--- src/rtl/dbus_arb_pkg.sv ---
// Shared types and helpers for the two-master data bus arbiter.
package dbus_arb_pkg;

    typedef enum logic [1:0] {
        ST_IDLE  = 2'd0,
        ST_ISSUE = 2'd1,
        ST_RESP  = 2'd2
    } state_e;

    localparam logic [1:0] SZ_BYTE = 2'b00;
    localparam logic [1:0] SZ_HALF = 2'b01;
    localparam logic [1:0] SZ_WORD = 2'b10;

    localparam int unsigned DATA_W = 32;
    localparam int unsigned ADDR_W = 32;
    localparam int unsigned STAT_W = 16;

    // Latched command of the granted master.
    typedef struct packed {
        logic              we;
        logic [1:0]        size;
        logic [ADDR_W-1:0] addr;
        logic [DATA_W-1:0] wdata;
    } cmd_t;

    // 1 when the access is misaligned for its size or the size is illegal.
    function automatic logic misaligned(input logic [1:0] size, input logic [1:0] addr_lo);
        logic bad;
        case (size)
            SZ_BYTE: bad = 1'b0;
            SZ_HALF: bad = addr_lo[0];
            SZ_WORD: bad = (addr_lo != 2'b00);
            default: bad = 1'b1;
        endcase
        return bad;
    endfunction

endpackage

--- src/rtl/dbus_arbiter_rr_pick2.sv ---
// Two-way round-robin winner select; purely combinational.
module rr_pick2 (
    input  logic [1:0] req_i,
    input  logic       last_gnt_i,
    output logic       win_o,
    output logic       vld_o
);

    // Sole requester wins; on contention the master not granted last time wins.
    always_comb begin
        vld_o = |req_i;
        win_o = (req_i == 2'b11) ? ~last_gnt_i : req_i[1];
    end

endmodule

--- src/rtl/dbus_arbiter.sv ---
// Round-robin arbiter and single-access sequencer for the data bus.
// Optional macro DBUS_ARB_STATS_EN adds saturating grant/error counters.
module dbus_arbiter
    import dbus_arb_pkg::*;
#(
    parameter int unsigned TIMEOUT_CYCLES = 16,
    parameter int unsigned TO_W           = 5
) (
    input  logic              clk,
    input  logic              rst,
`ifdef DBUS_ARB_STATS_EN
    output logic [STAT_W-1:0] stat_gnt0,
    output logic [STAT_W-1:0] stat_gnt1,
    output logic [STAT_W-1:0] stat_err,
`endif
    input  logic              m0_req,
    input  logic              m0_we,
    input  logic [1:0]        m0_size,
    input  logic [ADDR_W-1:0] m0_addr,
    input  logic [DATA_W-1:0] m0_wdata,
    output logic              m0_gnt,
    output logic              m0_done,
    output logic              m0_err,
    output logic [DATA_W-1:0] m0_rdata,
    input  logic              m1_req,
    input  logic              m1_we,
    input  logic [1:0]        m1_size,
    input  logic [ADDR_W-1:0] m1_addr,
    input  logic [DATA_W-1:0] m1_wdata,
    output logic              m1_gnt,
    output logic              m1_done,
    output logic              m1_err,
    output logic [DATA_W-1:0] m1_rdata,
    output logic              bus_rd,
    output logic              bus_wd,
    output logic [1:0]        bus_size_in,
    output logic [1:0]        bus_size_out,
    output logic [ADDR_W-1:0] bus_addr_in,
    output logic [ADDR_W-1:0] bus_addr_out,
    output logic [DATA_W-1:0] bus_wdata,
    input  logic [DATA_W-1:0] bus_rdata,
    input  logic              bus_ready,
    input  logic              bus_busy
);

    state_e            state_q, state_d;
    cmd_t              cmd_q, cmd_d;
    cmd_t              win_cmd;
    logic              mst_q, mst_d;
    logic              last_q, last_d;
    logic              err_q, err_d;
    logic [DATA_W-1:0] rdata_q, rdata_d;
    logic [TO_W-1:0]   cnt_q, cnt_d;
    logic              win, win_vld;
    logic              bus_go, to_hit, win_bad;

    rr_pick2 u_pick (
        .req_i      ({m1_req, m0_req}),
        .last_gnt_i (last_q),
        .win_o      (win),
        .vld_o      (win_vld)
    );

    // Command of the current winner and the derived status terms.
    always_comb begin
        win_cmd = win ? cmd_t'{m1_we, m1_size, m1_addr, m1_wdata}
                      : cmd_t'{m0_we, m0_size, m0_addr, m0_wdata};
        win_bad = misaligned(win_cmd.size, win_cmd.addr[1:0]);
        bus_go  = bus_ready && !bus_busy;
        to_hit  = (cnt_q == TO_W'(TIMEOUT_CYCLES - 1));
    end

    // State register; reset mid-transaction abandons it silently.
    always_ff @(posedge clk) begin
        if (!rst) state_q <= ST_IDLE;
        else      state_q <= state_d;
    end

    // Next-state logic.
    always_comb begin
        state_d = state_q;
        case (state_q)
            ST_IDLE:  if (win_vld) state_d = win_bad ? ST_RESP : ST_ISSUE;
            ST_ISSUE: if (bus_go || to_hit) state_d = ST_RESP;
            ST_RESP:  state_d = ST_IDLE;
            default:  state_d = ST_IDLE;
        endcase
    end

    // Next values of latched command, timeout counter and response.
    always_comb begin
        cmd_d   = cmd_q;
        mst_d   = mst_q;
        last_d  = last_q;
        err_d   = err_q;
        rdata_d = rdata_q;
        cnt_d   = cnt_q;
        case (state_q)
            ST_IDLE: begin
                if (win_vld) begin
                    cmd_d   = win_cmd;
                    mst_d   = win;
                    last_d  = win;
                    err_d   = win_bad;
                    rdata_d = '0;
                    cnt_d   = '0;
                end
            end
            ST_ISSUE: begin
                if (bus_go) begin
                    if (!cmd_q.we) rdata_d = bus_rdata;
                end else if (to_hit) begin
                    err_d   = 1'b1;
                    rdata_d = '0;
                end else begin
                    cnt_d = cnt_q + TO_W'(1);
                end
            end
            ST_RESP: cnt_d = '0;
            default: cnt_d = '0;
        endcase
    end

    // Datapath registers.
    always_ff @(posedge clk) begin
        if (!rst) begin
            cmd_q   <= '0;
            mst_q   <= 1'b0;
            last_q  <= 1'b1;
            err_q   <= 1'b0;
            rdata_q <= '0;
            cnt_q   <= '0;
        end else begin
            cmd_q   <= cmd_d;
            mst_q   <= mst_d;
            last_q  <= last_d;
            err_q   <= err_d;
            rdata_q <= rdata_d;
            cnt_q   <= cnt_d;
        end
    end

    // Output decode; everything is held at 0 while reset is asserted.
    always_comb begin
        m0_gnt       = 1'b0;
        m1_gnt       = 1'b0;
        m0_done      = 1'b0;
        m1_done      = 1'b0;
        m0_err       = 1'b0;
        m1_err       = 1'b0;
        m0_rdata     = '0;
        m1_rdata     = '0;
        bus_rd       = 1'b0;
        bus_wd       = 1'b0;
        bus_size_in  = '0;
        bus_size_out = '0;
        bus_addr_in  = '0;
        bus_addr_out = '0;
        bus_wdata    = '0;
        if (rst) begin
            if (state_q == ST_IDLE) begin
                m0_gnt = m0_req && !win;
                m1_gnt = m1_req && win;
            end else begin
                bus_size_in  = cmd_q.size;
                bus_size_out = cmd_q.size;
                bus_addr_in  = cmd_q.addr;
                bus_addr_out = cmd_q.addr;
                bus_wdata    = cmd_q.wdata;
            end
            if (state_q == ST_ISSUE && bus_go) begin
                bus_rd = !cmd_q.we;
                bus_wd = cmd_q.we;
            end
            if (state_q == ST_RESP) begin
                if (mst_q) begin
                    m1_done  = 1'b1;
                    m1_err   = err_q;
                    m1_rdata = rdata_q;
                end else begin
                    m0_done  = 1'b1;
                    m0_err   = err_q;
                    m0_rdata = rdata_q;
                end
            end
        end
    end

`ifdef DBUS_ARB_STATS_EN
    logic [STAT_W-1:0] st_g0_q, st_g1_q, st_err_q;

    // Saturating grant and error-response counters.
    always_ff @(posedge clk) begin
        if (!rst) begin
            st_g0_q  <= '0;
            st_g1_q  <= '0;
            st_err_q <= '0;
        end else begin
            if (m0_gnt && st_g0_q != '1) st_g0_q <= st_g0_q + STAT_W'(1);
            if (m1_gnt && st_g1_q != '1) st_g1_q <= st_g1_q + STAT_W'(1);
            if (state_q == ST_RESP && err_q && st_err_q != '1)
                st_err_q <= st_err_q + STAT_W'(1);
        end
    end

    assign stat_gnt0 = st_g0_q;
    assign stat_gnt1 = st_g1_q;
    assign stat_err  = st_err_q;
`endif

endmodule

--- config.mk ---
export PLATFORM = sky130hd
export DESIGN_NAME = dbus_arbiter
export DESIGN_NICKNAME = d
export VERILOG_FILES = /design/src/rtl/dbus_arb_pkg.sv /design/src/rtl/dbus_arbiter_rr_pick2.sv /design/src/rtl/dbus_arbiter.sv
export SDC_FILE = /design/constraint.sdc
export NUM_CORES = 1
export LEC_CHECK = 0
export ABC_AREA = 1
export BUFFER_PORTS_ARGS = -buffer_cell sky130_fd_sc_hd__buf_2
export CAP_MARGIN = 40
export CELL_PAD_IN_SITES_DETAIL_PLACEMENT = 1
export CELL_PAD_IN_SITES_GLOBAL_PLACEMENT = 1
export CORE_ASPECT_RATIO = 2
export CORE_MARGIN = 1
export CORE_UTILIZATION = 29
export CTS_CLUSTER_DIAMETER = 150
export CTS_CLUSTER_SIZE = 28
export DETAILED_ROUTE_END_ITERATION = 7
export PLACE_DENSITY = 0.77
export RECOVER_POWER = 50
export SYNTH_ARGS = -nofsm -noshare
export SYNTH_HDL_FRONTEND = slang
export SYNTH_SLANG_ARGS = --single-unit
--- constraint.sdc ---
create_clock -name clk -period 2.3 [get_ports clk]
set_input_delay 0.23 -clock clk [delete_from_list [all_inputs] [get_ports clk]]
set_output_delay 0.23 -clock clk [all_outputs]
set_load 0.02 [all_outputs]
Yosys cells after proc, flatten, opt, wreduce, memory -nomap -nowiden

Index checks and enable logic that the tools add are counted.

$mul: 0
Div/mod/pow operators: 0
Bitwise operators: 1
Reductions and logical operators: 18
Equal/unequal tests: 13
Shifts and indexed selects: 0
Magnitude comparators: 0
Multiplexer cells: 52
Add/subtract/negate cells: 1

Operators with widths:

| cell                                                   | count |
|---|---|
| two-way mux 32 bit                                     | 14 |
| two-way mux 67 bit                                     | 1 |
| case mux 32 bit (2 select lines)                       | 1 |
| two-way mux 1 bit                                      | 24 |
| two-way mux 5 bit                                      | 3 |
| two-way mux 2 bit                                      | 5 |
| case mux 5 bit (2 select lines)                        | 1 |
| inequality test 2 bit (second input constant)          | 4 |
| AND reduction 4 bit                                    | 2 |
| equality test 2 bit (second input constant)            | 3 |
| inequality test 3 bit (second input constant)          | 2 |
| adder 5 x 1 -> 5 bit (second input constant)           | 1 |
| equality test 5 x 4 -> 1 bit (second input constant)   | 1 |
| equality test 2 x 1 -> 1 bit (second input constant)   | 2 |
| logical AND 1 bit                                      | 4 |
| zero test 2 bit                                        | 2 |
| case mux 2 bit (2 select lines)                        | 1 |
| AND reduction 2 bit                                    | 2 |
| nonzero test 2 bit                                     | 2 |
| zero test 1 bit                                        | 3 |
| case mux 1 bit (3 select lines)                        | 1 |
| AND reduction 3 bit                                    | 1 |
| inequality test 2 x 1 -> 1 bit (second input constant) | 1 |
| case mux 1 bit (2 select lines)                        | 1 |
| 3 further kinds                                        | 3 |

Output and inout port bits: 172
RAM bits: 0
Bits in latches: 0
Bits in registers: 109
Word-level logic and storage cells: 95
Bits in read-only memories: 0
Memories kept: 0

Depth between registers and ports, before layout

Depth in word-level cells: 8
Gate-level depth with buffers: 11
Mapped depth without buffers: 10

Modules after synthesis

A second synthesis with hierarchy kept.

Cells, all modules: 1012
Area total of the unflattened synthesis: 6134.6 µm²

By module, submodules not included:

| module       | area an instance (µm²) | instances | sequential area each (µm²) | cells each |
|---|---|---|---|---|
| dbus_arbiter | 6119.6                 | 1         | 2182.1                     | 1009 |
| rr_pick2     | 15.0                   | 1         | 0.0                        | 3 |

Worst setup path after synthesis

No wires, ideal clock.

Path kind: input to output
From: input rst
To: output bus_addr_out[23]
Setup slack: 467 ps
Data required time: 2070 ps
Stages: 6
Arrival time: 1603 ps
Path through: clkbuf_1 -> clkbuf_1 -> clkbuf_1 -> nand2_1 -> nor2_1 -> buf_4

Longest elaborated chain between the ends: 1

Ends and longest elaborated chain:

| item               | line               | source |
|---|---|---|
| from (decl)        | dbus_arbiter.sv:10 | `input logic rst,` |
| two-way mux 32 bit | -                  |  |
| to (decl)          | dbus_arbiter.sv:39 | `output logic [ADDR_W-1:0] bus_addr_out,` |

No other way between the ends.

Worst setup path in the final report

From: register last_q
To: output m1_gnt

Longest elaborated chain between the ends: 5

Ends and longest elaborated chain:

| item                   | line                        | source |
|---|---|---|
| from (decl)            | dbus_arbiter.sv:50          | `logic last_q, last_d;` |
| from (signal assigned) | dbus_arbiter.sv:136         | `last_q <= last_d;` |
| NOT 1 bit              | dbus_arbiter_rr_pick2.sv:12 | `win_o = (req_i == 2'b11) ? ~last_gnt_i : req_i[1];` |
| two-way mux 1 bit      | dbus_arbiter_rr_pick2.sv:12 |  |
| logical AND 1 bit      | dbus_arbiter.sv:163         | `m1_gnt = m1_req && win;` |
| two-way mux 1 bit      | dbus_arbiter.sv:161         | `if (state_q == ST_IDLE) begin` |
| two-way mux 1 bit      | dbus_arbiter.sv:160         | `if (rst) begin` |
| to (decl)              | dbus_arbiter.sv:30          | `output logic m1_gnt,` |

No other way between the ends.

==> flow_summary.ini <==
[critical_path]
arrival_ns = 1.86
r2r_setup_slack_ns = 0.34
required_ns = 2.07
worst_setup_path_start_kind = flip-flop
r2r-start = state_q[1]
end_kind = primary output
crit_fanout = 47
setup.worst_path.start = last_q
path_class = reg2out

[job]
cap_viol_max_count = 0

[timing]
grt_setup_unrepaired = no
fmax_mhz = 478
post-route-min-period_ns = 2.09
worst_pin_slew_ns = 0.927
slew_headroom_pct = 38.2
fin_crit_sh_pct = 90.9
slew_viol_final = 0
skew_ns = 0.00448
final-setup-viol-count = 0
finalHoldWorstSlack_ns = 0.125
hold_violations = 0
setup_tns_ns = 0

[clocking]
cts_root_buffer = clkbuf_16
numCtsBuffers = 9
clk-insertion-delay-late_ns = 0.35
post_cts_buffers = 0
clockBufferDepth = 2
cts_tree = done
h-tree-depth = 3
clkSinkCount = 109
clk_pin_slew_ns = 0.07

[finish]
final_cells = 1473
drive_gt1_share_pct = 28.5
fill_cells = 2745
final_cell_mix = nand2_1, buf_2, nor2_1
syn_to_final_growth_pct = 32.4
layout_commonest_cell = nand2_1
nNetsFinal = 1378

[yosys]
syn_area_per_cell_um2 = 6.35
synth_area_leaders = dfxtp_1, nand2_1, nor2_1
yosysWarnings = 0
synth_nets = 1109
synth_top_cell_by_area = dfxtp_1
synthDistinctLibCells = 28
netlist_area_um2 = 5930
netlist.area_leader.share_pct = 36.8
synth_cells = 935
synth_seq_cells = 109
yosysSeqAreaShare_pct = 36.8

[floorplanning]
start_util_pct = 29.7
io_pins = 344
die_area_um2 = 21100
die_h_um = 204
core_area_um2 = 20000
die_w_um = 103
fp-row-count = 73

[detailed_routing]
vias_per_cell = 4.65
vias = 6844
drc_errors = 0
routed_wl_um = 22100
firstDrtPassIters = 4
wl_per_cell_um = 15.0
antenna_left = 0
drt_iter0_markers = 137

[pwr]
power_density_nw_per_um2 = 792
leakagePower_nw = 3.88
ir_worst_vdd_uv = 327

[global_routing]
grt_antenna_before_repair = 2
grt_pass1_wl_um = 33400
grt_use_total_pct = 20.8
grt_overflow = 0
grt_pass1_vias = 6744
grt_start_max_net_pins = 91

[hold_path]
hp-start = bus_rdata[3]
min_path_type = in2reg

[place]
dp_hpwl_um = 16600
dp.cells = 1455
port_buffers = 343
gp_congestion = 0.833

[outcome]
status = finished, final reports clean
## path summary, 6_finish.rpt
kind	endpoint	cells past startpoint
max	m1_gnt	7
min	rdata_q[3]	3
max reg2reg	cmd_q[45]	6
min reg2reg	cnt_q[4]	2
## report_power, final
group / internal (mW) / switching, mW
combinational: 0.637 / 1.44
clock: 1.01 / 0.717
sequential: 2.26 / 0.155
## worst max-delay path, cell delays in order, from the launching register on
cell     delay (ns)
dfxtp_1        0.34
nand2_1        0.17
nand2_4        0.17
inv_1          0.15
buf_12         0.24
nand2_1        0.14
nor2_1         0.12
buf_2          0.18
## Yosys cell counts
cell / instances
a22oi_1: 1
nand4_1: 1
nand2_1: 285
xor2_1: 1
buf_6: 3
a211oi_1: 1
nand2_2: 2
inv_2: 3
clkinv_1: 1
nand3_1: 8
o21ai_0: 60
nor2_1: 149
a31oi_1: 63
o21ai_1: 10
buf_1: 2
buf_4: 34
nor2_2: 2
or2_2: 1
buf_2: 14
inv_1: 87
ha_1: 2
a21oi_1: 16
nor4_1: 1
a21oi_2: 28
nand3b_1: 2
nor3_2: 2
dfxtp_1: 109
clkbuf_1: 47
## metrics by stage
stage | power, mW | util [%] | cell area (µm²) | setup slack, ns
floorplan | 3.95 | - | 5930 | 0.467
global placement | 4.55 | 38.2 | 7640 | 0.440
detailed placement | 4.62 | 38.2 | 7640 | 0.344
CTS | 6.39 | 39.8 | 7970 | 0.0214
global route | 6.66 | 39.3 | 7860 | 0.0345
finish | 6.22 | 39.3 | 7860 | 0.210
## registers in the layout, summed over array words and instances, names as in the netlist
register / flops
cmd_q: 67
rdata_q: 32
cnt_q: 5
last_q: 1
err_q: 1
mst_q: 1
state_q: 2
## layer usage
layer,vias up,wire length [µm],track usage [%],share of wire (%)
li1,3435,-,-,-
met1,3178,8420,20.8,38
met2,207,12300,41.2,55
met3,24,993,3.32,4.5
met4,0,437,7.29,2.0
met5,-,0,0,0
## layout make-up
cell class                      count  area [µm²]  share of cell area, %
Multi-Input combinational cell    635        2870                   36.5
Clock inverter                      4        70.1                  0.892
Timing Repair Buffer              358        1800                   23.0
Antenna cell                        2        5.00                 0.0637
Inverter                           91         344                   4.38
Sequential cell                   109        2180                   27.8
Clock buffer                       12         256                   3.26
Tap cell                          262         328                   4.17
## kinds of logic (layout without fill, tap and decap cells)
group | Yosys count | count (layout) | share of synthesized area (%)
AOI/OAI and AO/OA | 179 | 179 | 18.3
xor gates and xnor gates | 1 | 1 | 0.148
adders and majority gates | 2 | 2 | 0.422
buffers and inverters | 191 | 465 | 14.9
DFF | 109 | 109 | 36.8
other | 0 | 2 | 0
and+or+nand+nor | 453 | 453 | 29.5
## repair_timing
item	4_1_cts	5_1_grt
endpoints found under the setup margin	0	2
resized for setup	0	3
hold buffers	0	0
Note: power is estimated with default switching activity, not from simulation.
